$ cat src/rtl/perceptron_infer.sv
// Byte-serial perceptron inference engine: weight load, sequential signed MAC, step activation.
// Optional bias register enabled by defining PERCEPTRON_BIAS_EN.
module perceptron_infer #(
   parameter int N_DIM = 2,
   parameter int DW    = 8,
   parameter int ACC_W = 20
) (
   input  logic             clk,
   input  logic             rst_n,
   input  logic             in_valid,
   output logic             in_ready,
   input  logic [1:0]       in_cmd,
   input  logic [DW-1:0]    in_data,
   output logic             out_valid,
   input  logic             out_ready,
   output logic [ACC_W-1:0] out_acc,
   output logic             out_class,
   output logic             busy,
   output logic             err
);

   localparam int IDX_W = (N_DIM > 1) ? $clog2(N_DIM) : 1;

   localparam logic [1:0] CMD_WRITE_W = 2'b00;
   localparam logic [1:0] CMD_FEATURE = 2'b01;
   localparam logic [1:0] CMD_CLEAR   = 2'b10;

   typedef enum logic [1:0] {
      ST_IDLE  = 2'b00,
      ST_ACCUM = 2'b01,
      ST_OUT   = 2'b10
   } state_t;

   state_t             state_r,     state_nxt_s;
   logic [DW-1:0]      w_r [N_DIM];
   logic [DW-1:0]      w_nxt_s [N_DIM];
   logic [IDX_W-1:0]   w_idx_r,     w_idx_nxt_s;
   logic [IDX_W-1:0]   feat_idx_r,  feat_idx_nxt_s;
   logic [ACC_W-1:0]   acc_r,       acc_nxt_s;
   logic               out_valid_r, out_valid_nxt_s;
   logic [ACC_W-1:0]   out_acc_r,   out_acc_nxt_s;
   logic               out_class_r, out_class_nxt_s;
   logic               err_r,       err_nxt_s;

   logic               accept_s;
   logic               last_feat_s;
   logic [2*DW-1:0]    feat_ext_s;
   logic [2*DW-1:0]    w_ext_s;
   logic [2*DW-1:0]    prod_s;
   logic [ACC_W-1:0]   prod_ext_s;
   logic [ACC_W-1:0]   init_s;
   logic [ACC_W-1:0]   sum_s;

`ifdef PERCEPTRON_BIAS_EN
   logic [DW-1:0]      bias_r, bias_nxt_s;
`endif

   assign in_ready  = ~out_valid_r;
   assign out_valid = out_valid_r;
   assign out_acc   = out_acc_r;
   assign out_class = out_class_r;
   assign err       = err_r;
   assign busy      = (feat_idx_r != {IDX_W{1'b0}});

   // Signed product at full 2*DW width, then sign-extended into the accumulator width.
   always_comb begin
      feat_ext_s  = {{DW{in_data[DW-1]}}, in_data};
      w_ext_s     = {{DW{w_r[feat_idx_r][DW-1]}}, w_r[feat_idx_r]};
      prod_s      = feat_ext_s * w_ext_s;
      prod_ext_s  = {{(ACC_W-2*DW){prod_s[2*DW-1]}}, prod_s};
`ifdef PERCEPTRON_BIAS_EN
      init_s      = {{(ACC_W-DW){bias_r[DW-1]}}, bias_r};
`else
      init_s      = {ACC_W{1'b0}};
`endif
      if (feat_idx_r == {IDX_W{1'b0}}) begin
         sum_s = init_s + prod_ext_s;
      end else begin
         sum_s = acc_r + prod_ext_s;
      end
      accept_s    = in_valid & ~out_valid_r;
      last_feat_s = (feat_idx_r == IDX_W'(N_DIM-1));
   end

   // Next-state and datapath update for the command FSM.
   always_comb begin
      state_nxt_s     = state_r;
      w_nxt_s         = w_r;
      w_idx_nxt_s     = w_idx_r;
      feat_idx_nxt_s  = feat_idx_r;
      acc_nxt_s       = acc_r;
      out_valid_nxt_s = out_valid_r;
      out_acc_nxt_s   = out_acc_r;
      out_class_nxt_s = out_class_r;
      err_nxt_s       = 1'b0;
`ifdef PERCEPTRON_BIAS_EN
      bias_nxt_s      = bias_r;
`endif
      case (state_r)
         ST_IDLE, ST_ACCUM: begin
            if (accept_s) begin
               case (in_cmd)
                  CMD_WRITE_W: begin
                     if (state_r == ST_IDLE) begin
                        w_nxt_s[w_idx_r] = in_data;
                        if (w_idx_r == IDX_W'(N_DIM-1)) begin
                           w_idx_nxt_s = {IDX_W{1'b0}};
                        end else begin
                           w_idx_nxt_s = w_idx_r + IDX_W'(1);
                        end
                     end else begin
                        err_nxt_s = 1'b1;
                     end
                  end
                  CMD_FEATURE: begin
                     acc_nxt_s = sum_s;
                     if (last_feat_s) begin
                        feat_idx_nxt_s  = {IDX_W{1'b0}};
                        out_acc_nxt_s   = sum_s;
                        out_class_nxt_s = ~sum_s[ACC_W-1] & (sum_s != {ACC_W{1'b0}});
                        out_valid_nxt_s = 1'b1;
                        state_nxt_s     = ST_OUT;
                     end else begin
                        feat_idx_nxt_s  = feat_idx_r + IDX_W'(1);
                        state_nxt_s     = ST_ACCUM;
                     end
                  end
                  CMD_CLEAR: begin
                     feat_idx_nxt_s = {IDX_W{1'b0}};
                     w_idx_nxt_s    = {IDX_W{1'b0}};
                     acc_nxt_s      = {ACC_W{1'b0}};
                     state_nxt_s    = ST_IDLE;
                  end
                  default: begin
`ifdef PERCEPTRON_BIAS_EN
                     if (state_r == ST_IDLE) begin
                        bias_nxt_s = in_data;
                     end else begin
                        err_nxt_s = 1'b1;
                     end
`else
                     err_nxt_s = 1'b1;
`endif
                  end
               endcase
            end else begin
               state_nxt_s = state_r;
            end
         end
         ST_OUT: begin
            if (out_ready) begin
               out_valid_nxt_s = 1'b0;
               state_nxt_s     = ST_IDLE;
            end else begin
               out_valid_nxt_s = 1'b1;
            end
         end
         default: begin
            state_nxt_s     = ST_IDLE;
            feat_idx_nxt_s  = {IDX_W{1'b0}};
            out_valid_nxt_s = 1'b0;
         end
      endcase
   end

   // State and output registers with synchronous active-low reset.
   always_ff @(posedge clk) begin
      if (!rst_n) begin
         state_r     <= ST_IDLE;
         for (int i = 0; i < N_DIM; i++) begin
            w_r[i] <= {DW{1'b0}};
         end
         w_idx_r     <= {IDX_W{1'b0}};
         feat_idx_r  <= {IDX_W{1'b0}};
         acc_r       <= {ACC_W{1'b0}};
         out_valid_r <= 1'b0;
         out_acc_r   <= {ACC_W{1'b0}};
         out_class_r <= 1'b0;
         err_r       <= 1'b0;
`ifdef PERCEPTRON_BIAS_EN
         bias_r      <= {DW{1'b0}};
`endif
      end else begin
         state_r     <= state_nxt_s;
         for (int i = 0; i < N_DIM; i++) begin
            w_r[i] <= w_nxt_s[i];
         end
         w_idx_r     <= w_idx_nxt_s;
         feat_idx_r  <= feat_idx_nxt_s;
         acc_r       <= acc_nxt_s;
         out_valid_r <= out_valid_nxt_s;
         out_acc_r   <= out_acc_nxt_s;
         out_class_r <= out_class_nxt_s;
         err_r       <= err_nxt_s;
`ifdef PERCEPTRON_BIAS_EN
         bias_r      <= bias_nxt_s;
`endif
      end
   end

endmodule

$ cat config.mk
export PLATFORM = sky130hd
export DESIGN_NAME = perceptron_infer
export DESIGN_NICKNAME = d
export VERILOG_FILES = /design/src/rtl/perceptron_infer.sv
export SDC_FILE = /design/constraint.sdc
export NUM_CORES = 1
export LEC_CHECK = 0
export CORE_MARGIN = 4
export CORE_UTILIZATION = 70
export DETAILED_ROUTE_END_ITERATION = 12
export DONT_BUFFER_PORTS = 1
export GPL_ROUTABILITY_DRIVEN = 0
export PLACE_DENSITY = 0.94
export SLEW_MARGIN = 20
export SYNTH_ARGS = -nofsm -noshare
export SYNTH_HDL_FRONTEND = slang
export SYNTH_SLANG_ARGS = --single-unit
$ cat constraint.sdc
create_clock -name clk -period 17.05 [get_ports clk]
set_input_delay 1.705 -clock clk [delete_from_list [all_inputs] [get_ports clk]]
set_output_delay 1.705 -clock clk [all_outputs]
set_load 0.02 [all_outputs]
After elaboration in Yosys (flattened, before gate mapping) --
Index checks and enable logic that the tools add are counted.
Word-level totals: register bits after elaboration 63, bits of input ports 14, word-level logic and storage cells 77
Cells by class: add/subtract/negate cells 3, muxes and demuxes 27, reductions and logical operators 16, bitwise gates (word level) 7, multiply operators 1, order comparisons 3, eq/ne operators 10
Operator list (count):
- one-hot mux 20 bit (2 select lines) | 1
- 2-to-1 mux 8 bit | 4
- adder 20 bit | 1
- 2-to-1 mux 20 bit | 1
- nonzero test 20 bit | 1
- bitwise mux 16 bit | 1
- multiplier 8 x 8 -> 16 bit | 1
- AND reduction 3 bit | 5
- AND reduction 4 bit | 3
- one-hot mux 1 bit (2 select lines) | 5
- 2-to-1 mux 1 bit | 9
- demux 8 bit (select 1 bit) | 1
- != test 2 bit, second input constant | 4
- one-hot mux 2 bit (2 select lines) | 2
- 2-to-1 mux 2 bit | 3
- == test 2 x 1 -> 1 bit, second input constant | 2
- == test 2 bit, second input constant | 2
- greater-or-equal comparator 2 bit, second input constant | 2
- zero test 2 bit | 2
- NOT 1 -> 2 bit | 2
- nonzero test 2 bit | 2
- OR reduction 2 bit | 2
- != test 3 x 1 -> 1 bit, second input constant | 1
- NOT 1 bit | 3
- 5 further kinds | 7

Depth between registers and ports, before layout --
depth after elaboration 9, depth in mapped cells 29, gate-level depth less buffers 26

Worst setup path before layout --
Ideal clock, no wire load.
kind reg-to-reg, start point reg feat_idx_r (netlist: busy), end point reg acc_r[19], library setup time 0.138 ns, slack 9.151 ns, path buffers 3, cell stages (with the launch flop) 30, clock period less this slack 7.899 ns, data arrival time 7.761 ns, path through dfxtp_1 -> clkbuf_1 -> buf_1 -> buf_1 -> mux2i_1 -> nor2b_1 -> ha_1 -> inv_1 -> fa_1 -> inv_1 -> fa_1 -> inv_1 -> fa_1 -> inv_1 -> ha_1 -> a21o_1 -> a221oi_1 -> o21ai_0 -> a21o_1 -> a21oi_1 -> xnor2_1 -> ha_1 -> and4_1 -> o21a_1 -> a2111oi_4 -> o31ai_2 -> a21oi_4 -> nor2_1 -> a2111oi_0 -> a2111oi_1
On the way: word-level cells in the longest chain between the ends 8
RTL lines:
- start: declaration | RTL line 38 | logic [IDX_W-1:0] feat_idx_r, feat_idx_nxt_s;
- start signal: assignment | RTL line 174 | feat_idx_r <= {IDX_W{1'b0}};
- start signal: assignment | RTL line 189 | feat_idx_r <= feat_idx_nxt_s;
- NOT 1 -> 2 bit (implied by the code) | RTL line 68 | w_ext_s = {{DW{w_r[feat_idx_r][DW-1]}}, w_r[feat_idx_r]};
- 2-to-1 mux 8 bit (implied by the code) (3 in a row) | RTL line 68
- multiplier 8 x 8 -> 16 bit | RTL line 69 | prod_s = feat_ext_s * w_ext_s;
- adder 20 bit | RTL line 79 | sum_s = acc_r + prod_ext_s;
- 2-to-1 mux 20 bit (*) | RTL line 76 | if (feat_idx_r == {IDX_W{1'b0}}) begin
- one-hot mux 20 bit (2 select lines) (*) | RTL line 102 | case (in_cmd)
- end signal: assignment | RTL line 175 | acc_r <= {ACC_W{1'b0}};
- end signal: assignment | RTL line 190 | acc_r <= acc_nxt_s;
- end: declaration | RTL line 39 | logic [ACC_W-1:0] acc_r, acc_nxt_s;
Mark *: on every way between the ends. The rest lies on a longest branch, timed or not. The select of a mux whose other input is x is not followed. A chain may end at the register's enable or synchronous reset.

Worst setup path after layout --
Same ends and word-level chain as after synthesis.

==> impl_metrics.prom <==
# TYPE chip_impl_metric gauge
chip_impl_metric{name="clk_latency",unit="ns"} 0.35
chip_impl_metric{name="finalCriticalPeriod",unit="ns"} 8.11
chip_impl_info{name="timing.critical_path.from",value="busy"} 1
chip_impl_metric{name="global_route.overflow_total",unit=""} 0
chip_impl_metric{name="finalHoldViolations",unit=""} 0
chip_impl_metric{name="pre_cts_ws",unit="ns"} 8.93
chip_impl_metric{name="syn-mean-instance-area",unit="um^2"} 8.60
chip_impl_metric{name="die_y",unit="um"} 102
chip_impl_metric{name="ys_ff_latch",unit=""} 63
chip_impl_metric{name="p_clk_share",unit="%"} 37.6
chip_impl_metric{name="synth-edff-count",unit=""} 0
chip_impl_info{name="critical_path_s_slowest_cell",value="sky130_fd_sc_hd__mux2i_1"} 1
chip_impl_metric{name="numCtsBuffers",unit=""} 9
chip_impl_metric{name="dp.final_hpwl",unit="um"} 11100
chip_impl_info{name="ys.flop_type",value="sky130_fd_sc_hd__dfxtp_1"} 1
chip_impl_metric{name="adder_cell_share_of_the_synthesized_area",unit="%"} 28.4
chip_impl_metric{name="worstSetupPathDepth",unit=""} 27
chip_impl_metric{name="clkSlewWorstSetupHoldPaths",unit="ns"} 0.08
chip_impl_metric{name="synth_compound_area_share",unit="%"} 17.0
chip_impl_metric{name="cell_count_post_placement",unit=""} 808
chip_impl_metric{name="number_of_global_route_vias_before_repair",unit=""} 5655
chip_impl_metric{name="ctsHtreeMaxLevel",unit=""} 3
chip_impl_metric{name="sw_frac_of_total",unit="%"} 32.6
chip_impl_metric{name="detail_route.wirelength",unit="um"} 15300
chip_impl_metric{name="wl_per_cell",unit="um"} 18.5
chip_impl_info{name="ctsRootBufferMaster",value="sky130_fd_sc_hd__clkbuf_8"} 1
chip_impl_metric{name="clock_tree.buffer_depth",unit=""} 2
chip_impl_metric{name="seq_power_share",unit="%"} 35.8
chip_impl_metric{name="max-slew-margin-rel",unit="%"} 37.4
chip_impl_metric{name="post_cts_resized",unit=""} 0
chip_impl_metric{name="die-area",unit="um^2"} 10500
chip_impl_metric{name="switching_power",unit="W"} 0.000141
chip_impl_metric{name="pin_count_of_the_biggest_net_entering_global_routing",unit=""} 46
chip_impl_metric{name="io_pins",unit=""} 39
chip_impl_metric{name="share_of_flip_flops_with_an_asynchronous_set_or_reset",unit="%"} 0
chip_impl_metric{name="grt_util_all_layers",unit="%"} 31.1
chip_impl_metric{name="timing_worst_slew_pin_value",unit="ns"} 0.913
chip_impl_metric{name="critical_path.max_fanout",unit=""} 41
chip_impl_metric{name="met2WireLength",unit="um"} 7680
chip_impl_metric{name="post_synthesis_instance_area",unit="um^2"} 6230
chip_impl_metric{name="timing.fmax",unit="MHz"} 123
chip_impl_metric{name="port_buffers",unit=""} 0
chip_impl_metric{name="fp-row-count",unit=""} 34
chip_impl_info{name="path_common_cell",value="sky130_fd_sc_hd__inv_1"} 1
chip_impl_metric{name="antenna_found_initial",unit=""} 0
chip_impl_metric{name="final-max-slew-violation-count",unit=""} 0
chip_impl_metric{name="total_clock_sinks",unit=""} 63
chip_impl_metric{name="arrival",unit="ns"} 8.31
chip_impl_info{name="worstSetupEndpoint",value="acc_r[19]"} 1
chip_impl_metric{name="depth_of_the_worst_register_to_register_path",unit=""} 27
chip_impl_info{name="worst_path_dominant_cell_family",value="adder cells"} 1
chip_impl_metric{name="layout.filler_cells",unit=""} 585
chip_impl_info{name="timing.setup.critical_path_class",value="flop to flop"} 1
chip_impl_metric{name="synth_simple_gate_area_share",unit="%"} 16.7
chip_impl_metric{name="layout.nets",unit=""} 833
chip_impl_metric{name="static-leakage-power",unit="nW"} 3.16
chip_impl_metric{name="detailroute.wirelength.met3",unit="um"} 1200
chip_impl_info{name="dominant_combinational_cell_family_by_area_after_synthesis",value="adder cells"} 1
chip_impl_metric{name="floorplan.die.width",unit="um"} 102
chip_impl_metric{name="critPathMaxStageDelay",unit="ns"} 0.79
chip_impl_metric{name="p_per_area",unit="nW/um^2"} 66.1
chip_impl_info{name="result_of_the_run",value="finished, final reports clean"} 1
chip_impl_metric{name="ys_seq_area_share",unit="%"} 20.2
chip_impl_metric{name="synthDistinctLibCells",unit=""} 69
chip_impl_info{name="most-common-layout-cells",value="sky130_fd_sc_hd__inv_1 (102), sky130_fd_sc_hd__nor2_1 (79), sky130_fd_sc_hd__dfxtp_1 (62), sky130_fd_sc_hd__fa_1 (56), sky130_fd_sc_hd__ha_1 (52)"} 1
chip_impl_metric{name="n_antenna_cell",unit=""} 0
chip_impl_metric{name="postLayoutCoreUtil",unit="%"} 75.2
chip_impl_metric{name="finalSetupTns",unit="ns"} 0
chip_impl_metric{name="cp_num_buf_inv",unit=""} 5
chip_impl_metric{name="synthMuxAreaShare",unit="%"} 5.56
chip_impl_metric{name="synth-warning-count",unit=""} 0
chip_impl_metric{name="comb_power_share",unit="%"} 26.6
chip_impl_info{name="highest_layer",value="met4"} 1
chip_impl_metric{name="route.detailed.drc",unit=""} 0
chip_impl_metric{name="layout-drive-gt1-share",unit="%"} 5.45
chip_impl_info{name="cts_tree",value="yes"} 1
chip_impl_info{name="layout.cells.most_common",value="sky130_fd_sc_hd__inv_1"} 1
chip_impl_metric{name="timing.reg2reg.setup_slack",unit="ns"} 8.94
chip_impl_metric{name="drt-pass1-iter-count",unit=""} 6
chip_impl_metric{name="ir_worst_vdd",unit="mV"} 0.0409
chip_impl_metric{name="min_period_over_period",unit="%"} 47.5
chip_impl_info{name="rr_startpoint",value="busy"} 1
chip_impl_metric{name="wl_met1",unit="um"} 5740
chip_impl_metric{name="area_growth_syn_to_layout",unit="%"} 4.70
chip_impl_metric{name="maxCapViolCount",unit=""} 0
chip_impl_info{name="critPathLaunchType",value="flop"} 1
chip_impl_metric{name="drt_iter0_markers",unit=""} 500
chip_impl_metric{name="initial_utilization",unit="%"} 71.8
chip_impl_metric{name="post_cts.repair.setup_buffers",unit=""} 0
chip_impl_metric{name="cellInternalPower",unit="W"} 0.000291
chip_impl_info{name="critical_path.reg2reg.endpoint",value="acc_r[19]"} 1
chip_impl_metric{name="finalClockSkew",unit="ns"} 0.0127
chip_impl_metric{name="core_area",unit="um^2"} 8680
chip_impl_metric{name="viasPerCell",unit=""} 6.43
chip_impl_metric{name="final_setup_violation_count",unit=""} 0
chip_impl_metric{name="ant_nets",unit=""} 0
chip_impl_metric{name="grt_first_pass_wirelength",unit="um"} 25800
chip_impl_metric{name="synth_xor_xnor_area_share",unit="%"} 4.01
chip_impl_metric{name="holdBufCountCts",unit=""} 0
chip_impl_metric{name="dr_total_vias",unit=""} 5301
chip_impl_metric{name="final-instance-count-excl-fill",unit=""} 824
chip_impl_metric{name="cp_data_required_time",unit="ns"} 17.26
chip_impl_metric{name="layout_setup_ws",unit="ns"} 8.94
chip_impl_info{name="min-delay-path-class",value="flop to flop"} 1
chip_impl_info{name="crit_end_category",value="flop"} 1
chip_impl_info{name="rsz_0062_raised_after_global_routing",value="false"} 1
chip_impl_metric{name="synthesis.nets",unit=""} 847
chip_impl_metric{name="post_synth_inst_count",unit=""} 725
[power by group through the flow]
stage | clock [W] | sequential, W | combinational (W)
global placement | 0 | 0.000157 | 0.000104
global route | 0.000169 | 0.000155 | 0.000127
floorplan | 0 | 0.000157 | 0.0000887
finish | 0.000162 | 0.000154 | 0.000115
CTS | 0.000161 | 0.000154 | 0.000113
detailed placement | 0 | 0.000158 | 0.000110
[routing by layer]
layer	up-vias	GRT usage (%)
li1	2394	-
met1	2550	36.6
met2	288	54.4
met3	69	5.80
met4	0	15.2
met5	-	0
[synthesized netlist by cell type, types with 3 or more instances]
master / count / area share, %
sky130_fd_sc_hd__nand3_1: 5 / 0.40
sky130_fd_sc_hd__a31oi_1: 3 / 0.30
sky130_fd_sc_hd__a22oi_1: 10 / 1.2
sky130_fd_sc_hd__nand2_1: 40 / 2.4
sky130_fd_sc_hd__mux2i_1: 29 / 4.7
sky130_fd_sc_hd__and4_1: 3 / 0.42
sky130_fd_sc_hd__o211ai_1: 3 / 0.36
sky130_fd_sc_hd__o21a_1: 7 / 0.84
sky130_fd_sc_hd__nand2b_1: 3 / 0.30
sky130_fd_sc_hd__ha_1: 52 / 10
sky130_fd_sc_hd__xnor2_1: 15 / 2.1
sky130_fd_sc_hd__nor2_1: 79 / 4.8
sky130_fd_sc_hd__a21o_1: 13 / 1.6
sky130_fd_sc_hd__and3_1: 8 / 0.80
sky130_fd_sc_hd__mux2_2: 5 / 0.90
sky130_fd_sc_hd__fa_1: 56 / 18
sky130_fd_sc_hd__inv_1: 102 / 6.1
sky130_fd_sc_hd__a21oi_1: 36 / 2.9
sky130_fd_sc_hd__dfxtp_1: 63 / 20
sky130_fd_sc_hd__o21ai_0: 22 / 1.8
sky130_fd_sc_hd__a2111o_1: 3 / 0.54
sky130_fd_sc_hd__xor2_1: 9 / 1.3
sky130_fd_sc_hd__buf_1: 8 / 0.48
sky130_fd_sc_hd__or3_1: 4 / 0.40
sky130_fd_sc_hd__nor3_1: 9 / 0.72
sky130_fd_sc_hd__nor2b_1: 35 / 3.5
sky130_fd_sc_hd__clkbuf_1: 20 / 1.2
sky130_fd_sc_hd__a211oi_1: 12 / 1.4
sky130_fd_sc_hd__and2_1: 18 / 1.8
sky130_fd_sc_hd__o211a_1: 3 / 0.48
[layout make-up]
cell class	count	area, um^2	area share, %
Clock buffer	10	128	1.96
Tap cell	108	135	2.07
Sequential cell	63	1260	19.3
Clock inverter	6	109	1.67
Multi-Input combinational cell	529	4470	68.5
Timing Repair Buffer	4	30.0	0.460
Inverter	104	390	5.98
[worst reg2reg max path, stage by stage (launching register included)]
cell and delay, ns:
sky130_fd_sc_hd__dfxtp_2 0.32, sky130_fd_sc_hd__buf_4 0.48, sky130_fd_sc_hd__mux2i_1 0.80, sky130_fd_sc_hd__nor2b_1 0.21
sky130_fd_sc_hd__ha_1 0.48, sky130_fd_sc_hd__inv_1 0.15, sky130_fd_sc_hd__fa_1 0.57, sky130_fd_sc_hd__inv_1 0.06
sky130_fd_sc_hd__fa_1 0.48, sky130_fd_sc_hd__inv_1 0.06, sky130_fd_sc_hd__fa_1 0.53, sky130_fd_sc_hd__inv_1 0.04
sky130_fd_sc_hd__ha_1 0.36, sky130_fd_sc_hd__a21o_1 0.20, sky130_fd_sc_hd__a221oi_1 0.40, sky130_fd_sc_hd__o21ai_0 0.23
sky130_fd_sc_hd__a21o_1 0.22, sky130_fd_sc_hd__a21oi_1 0.16, sky130_fd_sc_hd__xnor2_1 0.16, sky130_fd_sc_hd__ha_1 0.34
sky130_fd_sc_hd__and4_1 0.27, sky130_fd_sc_hd__o21a_1 0.14, sky130_fd_sc_hd__a2111oi_4 0.40, sky130_fd_sc_hd__o31ai_2 0.14
sky130_fd_sc_hd__a21oi_4 0.21, sky130_fd_sc_hd__nor2_1 0.06, sky130_fd_sc_hd__a2111oi_0 0.42, sky130_fd_sc_hd__a2111oi_1 0.10
[flip-flops by register name, summed over array words and instances (netlist names)]
| name | cells |
|---|---|
| err | 1 |
| out_valid | 1 |
| w_idx_r | 1 |
| busy | 1 |
| out_class | 1 |
| state_r | 2 |
| out_acc | 20 |
| acc_r | 20 |
| w_r | 16 |
[per-stage QoR]
step | hold WS, ns | instance area (um^2) | power [W]
3_3_place_gp | 0.454 | 6290 | 0.000262
4_1_cts | 0.484 | 6530 | 0.000428
5_1_grt | 0.513 | 6530 | 0.000451
3_5_place_dp | 0.459 | 6290 | 0.000268
2_1_floorplan | 0.436 | 6230 | 0.000246
6_report | 0.492 | 6530 | 0.000431
[worst min-delay path by stage]
stage	slack, ns	startpoint	depth (start not counted)	endpoint
after floorplan	0.44	acc_r[12]	2	acc_r[12]
after global placement	0.45	acc_r[12]	2	acc_r[12]
after detailed placement	0.46	acc_r[12]	2	acc_r[12]
after CTS	0.48	acc_r[12]	2	acc_r[12]
after global routing	0.51	acc_r[12]	2	acc_r[12]
final	0.49	acc_r[12]	2	acc_r[12]
[kinds of logic (layout without fill, tap and decap cells)]
kind of cell / count (synthesis) / count (layout)
flops: 63 / 63
compound gates: 147 / 147
fa+ha+maj: 108 / 108
mux: 34 / 34
simple gates: 214 / 214
buf+inv: 133 / 124
xor+xnor: 26 / 26
Power figures use the tool's default switching activity.
